===== src/rtl/moonbase_bus_responder_if.sv =====
// Bus bundle between the 8-bit CPU side (CPU, device decode, program loader)
// and the moonbase target-side responder.
interface moonbase_bus_responder_if #(
    parameter int AW = 6
);
    logic [7:0]  bus_out;
    logic [3:0]  ram_in;
    logic [1:0]  data_in;
    logic [11:0] dev_addr;
    logic [1:0]  dev_rd_data;
    logic        dev_wr_stb;
    logic        dev_wr_nib;
    logic [3:0]  dev_wr_data;
    logic        ld_valid;
    logic        ld_ready;
    logic [AW:0] ld_addr;
    logic [3:0]  ld_data;

    modport master (
        output bus_out, dev_rd_data, ld_valid, ld_addr, ld_data,
        input  ram_in, data_in, dev_addr, dev_wr_stb, dev_wr_nib, dev_wr_data, ld_ready
    );

    modport slave (
        input  bus_out, dev_rd_data, ld_valid, ld_addr, ld_data,
        output ram_in, data_in, dev_addr, dev_wr_stb, dev_wr_nib, dev_wr_data, ld_ready
    );
endinterface


===== src/rtl/moonbase_bus_responder.sv =====
// Target side of the 8-bit CPU external bus: address latch, nibble SRAM with a
// loader port, device write/read port and a sticky protocol checker.
module moonbase_bus_responder #(
    parameter int DEPTH = 64,
    parameter int AW    = $clog2(DEPTH)
) (
    input  logic                     clk,
    input  logic                     reset_n,
    moonbase_bus_responder_if.slave  bus,
    output logic                     err,
    input  logic                     err_clr
);

    typedef enum logic [1:0] {
        ST_IDLE = 2'd0,
        ST_LO   = 2'd1,
        ST_ADDR = 2'd2,
        ST_DATA = 2'd3
    } state_t;

    state_t      state_r;
    state_t      state_nx_s;
    logic [11:0] addr_r;
    logic [3:0]  mem_r [0:2*DEPTH-1];
    logic        err_r;
    logic        err_set_s;
    logic        strobe_s;
    logic        nib_s;
    logic        ram_we_s;
    logic        dev_we_s;
    logic        we_any_s;
    logic        ld_fire_s;
    logic [AW:0] rd_idx_s;

    // Bus field decode; the loader only owns the array port when the bus is not writing it.
    always_comb begin
        strobe_s  = bus.bus_out[7];
        nib_s     = bus.bus_out[6];
        ram_we_s  = ~strobe_s & ~bus.bus_out[5];
        dev_we_s  = ~strobe_s & ~bus.bus_out[4];
        we_any_s  = ram_we_s | dev_we_s;
        rd_idx_s  = {addr_r[AW-1:0], nib_s};
        ld_fire_s = bus.ld_valid & ~ram_we_s & reset_n;
    end

    assign bus.dev_addr = addr_r;
    assign bus.ld_ready = reset_n & ~ram_we_s;
    assign err          = err_r;

    // Zero-latency read path: the CPU samples ram_in/data_in at the edge closing this cycle.
    always_comb begin
        if (strobe_s) begin
            bus.ram_in  = 4'h0;
            bus.data_in = 2'b00;
        end else begin
            bus.ram_in  = mem_r[rd_idx_s];
            bus.data_in = bus.dev_rd_data;
        end
    end

    // Device write strobe, held low while in reset.
    always_comb begin
        if (reset_n && dev_we_s) begin
            bus.dev_wr_stb  = 1'b1;
            bus.dev_wr_nib  = nib_s;
            bus.dev_wr_data = bus.bus_out[3:0];
        end else begin
            bus.dev_wr_stb  = 1'b0;
            bus.dev_wr_nib  = 1'b0;
            bus.dev_wr_data = 4'h0;
        end
    end

    // 12-bit address latch, loaded six bits at a time by strobe cycles.
    always_ff @(posedge clk or negedge reset_n) begin
        if (!reset_n) begin
            addr_r <= 12'h000;
        end else if (strobe_s) begin
            if (nib_s) begin
                addr_r[11:6] <= bus.bus_out[5:0];
            end else begin
                addr_r[5:0] <= bus.bus_out[5:0];
            end
        end
    end

    // Nibble array; contents survive reset so a preloaded program is kept.
    always_ff @(posedge clk) begin
        if (ram_we_s) begin
            mem_r[rd_idx_s] <= bus.bus_out[3:0];
        end else if (ld_fire_s) begin
            mem_r[bus.ld_addr] <= bus.ld_data;
        end
    end

    // Protocol state register.
    always_ff @(posedge clk or negedge reset_n) begin
        if (!reset_n) begin
            state_r <= ST_IDLE;
        end else begin
            state_r <= state_nx_s;
        end
    end

    // Protocol next state and error detection; a write before a full address is an error.
    always_comb begin
        state_nx_s = state_r;
        err_set_s  = 1'b0;
        case (state_r)
            ST_IDLE: begin
                if (strobe_s) begin
                    if (nib_s) begin
                        err_set_s = 1'b1;
                    end else begin
                        state_nx_s = ST_LO;
                    end
                end else begin
                    err_set_s = we_any_s;
                end
            end
            ST_LO: begin
                if (strobe_s) begin
                    if (nib_s) begin
                        state_nx_s = ST_ADDR;
                    end else begin
                        state_nx_s = ST_LO;
                    end
                end else begin
                    err_set_s  = 1'b1;
                    state_nx_s = ST_IDLE;
                end
            end
            ST_ADDR, ST_DATA: begin
                if (strobe_s) begin
                    if (nib_s) begin
                        err_set_s  = 1'b1;
                        state_nx_s = ST_IDLE;
                    end else begin
                        state_nx_s = ST_LO;
                    end
                end else begin
                    state_nx_s = ST_DATA;
                end
            end
            default: begin
                state_nx_s = ST_IDLE;
            end
        endcase
    end

    // Sticky error flag; a new error in the clearing cycle keeps it set.
    always_ff @(posedge clk or negedge reset_n) begin
        if (!reset_n) begin
            err_r <= 1'b0;
        end else if (err_set_s) begin
            err_r <= 1'b1;
        end else if (err_clr) begin
            err_r <= 1'b0;
        end
    end

endmodule


===== src/flat_wrapper.sv =====
// flat-port wrapper written by rule: the top's interface ports become plain ports
module moonbase_bus_responder_flat 
#(
    parameter int DEPTH = 64,
    parameter int AW    = $clog2(DEPTH)
)
  (clk, reset_n, err, err_clr, bus_bus_out, bus_dev_rd_data, bus_ld_valid, bus_ld_addr, bus_ld_data, bus_ram_in, bus_data_in, bus_dev_addr, bus_dev_wr_stb, bus_dev_wr_nib, bus_dev_wr_data, bus_ld_ready);
  moonbase_bus_responder_if #(.AW(AW)) bus_i ();
  input  logic clk;
  input  logic reset_n;
  output logic err;
  input  logic err_clr;
  input wire logic [$bits(bus_i.bus_out)-1:0] bus_bus_out;
  input wire logic [$bits(bus_i.dev_rd_data)-1:0] bus_dev_rd_data;
  input wire logic [$bits(bus_i.ld_valid)-1:0] bus_ld_valid;
  input wire logic [$bits(bus_i.ld_addr)-1:0] bus_ld_addr;
  input wire logic [$bits(bus_i.ld_data)-1:0] bus_ld_data;
  output wire logic [$bits(bus_i.ram_in)-1:0] bus_ram_in;
  output wire logic [$bits(bus_i.data_in)-1:0] bus_data_in;
  output wire logic [$bits(bus_i.dev_addr)-1:0] bus_dev_addr;
  output wire logic [$bits(bus_i.dev_wr_stb)-1:0] bus_dev_wr_stb;
  output wire logic [$bits(bus_i.dev_wr_nib)-1:0] bus_dev_wr_nib;
  output wire logic [$bits(bus_i.dev_wr_data)-1:0] bus_dev_wr_data;
  output wire logic [$bits(bus_i.ld_ready)-1:0] bus_ld_ready;
  assign bus_i.bus_out = bus_bus_out;
  assign bus_i.dev_rd_data = bus_dev_rd_data;
  assign bus_i.ld_valid = bus_ld_valid;
  assign bus_i.ld_addr = bus_ld_addr;
  assign bus_i.ld_data = bus_ld_data;
  assign bus_ram_in = bus_i.ram_in;
  assign bus_data_in = bus_i.data_in;
  assign bus_dev_addr = bus_i.dev_addr;
  assign bus_dev_wr_stb = bus_i.dev_wr_stb;
  assign bus_dev_wr_nib = bus_i.dev_wr_nib;
  assign bus_dev_wr_data = bus_i.dev_wr_data;
  assign bus_ld_ready = bus_i.ld_ready;
  moonbase_bus_responder #(.DEPTH(DEPTH), .AW(AW)) u_core (.clk(clk), .reset_n(reset_n), .bus(bus_i), .err(err), .err_clr(err_clr));
endmodule

===== config.mk =====
export PLATFORM = sky130hd
export DESIGN_NAME = moonbase_bus_responder_flat
export DESIGN_NICKNAME = d
export VERILOG_FILES = /design/src/rtl/moonbase_bus_responder_if.sv /design/src/rtl/moonbase_bus_responder.sv /design/src/flat_wrapper.sv
export SDC_FILE = /design/constraint.sdc
export NUM_CORES = 1
export LEC_CHECK = 0
export ABC_AREA = 1
export CORE_MARGIN = 3
export CORE_UTILIZATION = 35
export DETAILED_ROUTE_END_ITERATION = 12
export SETUP_SLACK_MARGIN = 0.5
export SLEW_MARGIN = 25
export SYNTH_ARGS = -nofsm -noshare
export SYNTH_HDL_FRONTEND = slang
export SYNTH_SLANG_ARGS = --single-unit
export TNS_END_PERCENT = 10

===== constraint.sdc =====
create_clock -name clk -period 1.85 [get_ports clk]
set_clock_uncertainty 0.15 [all_clocks]
set_input_delay 0.185 -clock clk [delete_from_list [all_inputs] [get_ports clk]]
set_output_delay 0.185 -clock clk [all_outputs]
set_load 0.05 [all_outputs]

==> results.sh <==
export IMPL_outcome="finished with violations"
export IMPL_violations="negative setup slack"
export IMPL_finalHoldViolations=0
export IMPL_dp_cells=3015
export IMPL_coreArea_mm2=0.0622
export IMPL_hp_class="input pin to flop"
export IMPL_crit_path_start_kind="flop"
export IMPL_cap_violations=0
export IMPL_final_cells=3127
export IMPL_p_clk_frac=0.363
export IMPL_grt_pass1_wl_mm=93.2
export IMPL_synthCells=1987
export IMPL_seq_power_share=0.476
export IMPL_syn2layout_area_growth_pct=29.1
export IMPL_setup_violations=520
export IMPL_p_switching_uw=7290
export IMPL_yosys_warnings=0
export IMPL_slew_violations=0
export IMPL_hp_start="bus_bus_out[7]"
export IMPL_clkTransAtPathRegs_ns=0.06
export IMPL_antenna_found_initial=0
export IMPL_peakVddDrop_uv=652
export IMPL_portBuffers=50
export IMPL_crit_path_max_fanout=7
export IMPL_netlist_area_mm2=0.0221
export IMPL_hpwl_mm=38.9
export IMPL_min_to="u_core.state_r[1]"
export IMPL_max_slew_margin=0.501
export IMPL_clock_sinks=527
export IMPL_power_density_mw_per_mm2=982
export IMPL_synth_most_common_cell="nand2_1"
export IMPL_r2r_setup_slack_ns=-0.60
export IMPL_synth_ff_type="edfxtp_1"
export IMPL_grt_overflow_total=0
export IMPL_wl_mm=60.9
export IMPL_p_int_uw=20800
export IMPL_layout_drive_gt1_share=0.240
export IMPL_worst_r2r_path_depth=9
export IMPL_grt_max_degree=64
export IMPL_cp_data_arrival_time_ns=2.64
export IMPL_cts_max_path_buffers=3
export IMPL_post_route_min_period_ns=2.97
export IMPL_grt_total_usage=0.183
export IMPL_synth_nets=2012
export IMPL_vias=15905
export IMPL_synthTopCellsByCount="nand2_1 (630), edfxtp_1 (512), nand3_1 (469), nor2_1 (147), clkbuf_1 (46)"
export IMPL_insertion_delay_ns=0.59
export IMPL_fin_crit_sh=1.61
export IMPL_cts_made_buffers=53
export IMPL_r2r_start="u_core.bus.dev_addr[0]"
export IMPL_hold_depth=3
export IMPL_yosys_area_top_type="edfxtp_1"
export IMPL_crit_slowest_cell="dfrtp_4"
export IMPL_tightest_slew_ns=0.746
export IMPL_power_frac_comb=0.162
export IMPL_drcViolationCount=0
export IMPL_diodes=0
export IMPL_root_buffer="clkbuf_16"
export IMPL_avgSynthCellArea_um2=11.1
export IMPL_cts_tree="done"
export IMPL_leakage_uw=0.0106
export IMPL_timing_final_ws_setup_ns=-1.12
export IMPL_fp_dieArea_mm2=0.0663
export IMPL_synth_edf_count=512
export IMPL_fp_row_count=91
export IMPL_die_w_um=258
export IMPL_async_flop_share=0.0285
export IMPL_ys_seq_area_frac=0.711
export IMPL_place_ws_ns=-1.11
export IMPL_grt_pass1_vias=15833
export IMPL_path_buf_inv=5
export IMPL_crit_type="flop to output port"
export IMPL_vias_per_cell=5.09
export IMPL_cp_top_family="simple AND/OR/NAND/NOR gates"
export IMPL_initial_utilization=0.356
export IMPL_drt_initial_drc_count=1467
export IMPL_ys_types=27
export IMPL_io_pins=51
export IMPL_wl_per_cell_um=19.5
export IMPL_synthTopCellsByArea="edfxtp_1 (69%), nand2_1 (11%), nand3_1 (11%)"
export IMPL_drt_pass1_iterations=6
export IMPL_final_nets=2274
export IMPL_rsz0062_at_grt="true"
export IMPL_detail_route_antenna_nets=0
export IMPL_crit_top_cell="buf_12"
export IMPL_die_h_um=258
export IMPL_sw_frac_of_total=0.259
export IMPL_holdWs_ns=0.0373
export IMPL_end_kind="output port"
export IMPL_max_freq_mhz=337
export IMPL_synth_top_cell_area_share=0.694
export IMPL_timing_rr_end="u_core.mem_r[38][3]"
export IMPL_cp_required_ns=1.51
export IMPL_ys_seq_elements=527
export IMPL_max_stage_delay_ns=0.58
export IMPL_startpoint="u_core.bus.dev_addr[0]"
export IMPL_path_cells="inv_12 > buf_12 > buf_12 > buf_16 > nand3_4 > nand3_4 > nand3_2 > nand2_2 > nand2_2 > nand3_2 > nand2_4 > nor2_4 > nor2_4 > buf_12"
export IMPL_gp_congestion=0.847
export IMPL_cts_htree_levels=2
[power groups by stage]
| stage | Combinational [µW] | Sequential, µW | Clock [µW] |
|---|---|---|---|
| global route | 4850 | 13400 | 10900 |
| floorplan | 1930 | 13700 | 0 |
| CTS | 4460 | 13400 | 10400 |
| global placement | 3910 | 13600 | 0 |
| detailed placement | 3950 | 13600 | 0 |
| finish | 4540 | 13400 | 10200 |
[registers in the layout, summed over array words and instances (netlist names)]
signal               count
u_core.mem_r           512
u_core.bus.dev_addr     12
u_core.state_r           2
u_core.err               1
[kinds of logic after synthesis]
logic type / count (synthesis) / share of synthesized area
simple gates: 1268 / 0.247
flops: 527 / 0.711
buf+inv: 163 / 0.0324
compound gates: 29 / 0.00910
[stage by stage]
| stage | TNS [ns] | total power (µW) | utilization | area [µm²] |
|---|---|---|---|---|
| after floorplan | -553.49 | 15700 | - | 22200 |
| after global placement | -736.10 | 17500 | 0.417 | 25900 |
| after detailed placement | -749.29 | 17500 | 0.417 | 25900 |
| after CTS | -201.48 | 28200 | 0.458 | 28500 |
| after global routing | -247.11 | 29100 | 0.460 | 28600 |
| final | -205.92 | 28100 | 0.460 | 28600 |
[worst min-delay path: stages]
cell,delay [ns]
dlymetal6s2s_1,0.22
buf_4,0.23
o22ai_1,0.10
[cell type report]
type,instances,area (µm²)
clock buffers,67,1420
clock inverters,29,219
fillers,5599,33600
inverters,40,180
multi-input cells,1297,6380
flip-flops and latches,527,15800
well taps,837,1050
repair buffers,330,3590
[layout by cell type, fill, tap and decap left out, types with 8 or more instances in the layout]
cell and count:
nor3_2 8, clkbuf_1 12, nor2_2 9, clkbuf_16 55, buf_12 69, nand2_2 25, clkinv_1 12, nor2_4 20
o21ai_0 14, nand2_1 605, inv_1 27, buf_4 221, nor2_1 124, clkinv_2 12, nand3_2 76, clkdlybuf4s50_1 23
edfxtp_1 512, dfrtp_1 13, nand3_1 390
[per-layer routing]
metal | track usage | up-vias | routed length, µm
met5 | 0 | - | 0
met4 | 0.0606 | 0 | 1920
met3 | 0.0320 | 121 | 4450
met2 | 0.308 | 577 | 29300
met1 | 0.241 | 7770 | 25200
li1 | - | 7437 | -
[timing repair]
item,in CTS,in global routing
hold endpoints to repair,15,2
pin swaps,40,20
hold buffers,1,1
buffers inserted,6,2
endpoints found under the setup margin,1050,1067
gates resized for setup,148,25
gates cloned,6,0
[worst max path at each step]
stage | slack (ns) | cells after the start | endpoint
2_1_floorplan | -0.64 | 6 | u_core.mem_r[0][0]
3_3_place_gp | -1.09 | 12 | u_core.mem_r[41][1]
3_5_place_dp | -1.11 | 11 | u_core.mem_r[43][2]
4_1_cts | -1.07 | 14 | bus_ram_in[1]
5_1_grt | -1.21 | 14 | bus_ram_in[0]
6_report | -1.12 | 14 | bus_ram_in[0]
(Power assumes the default switching activity.)
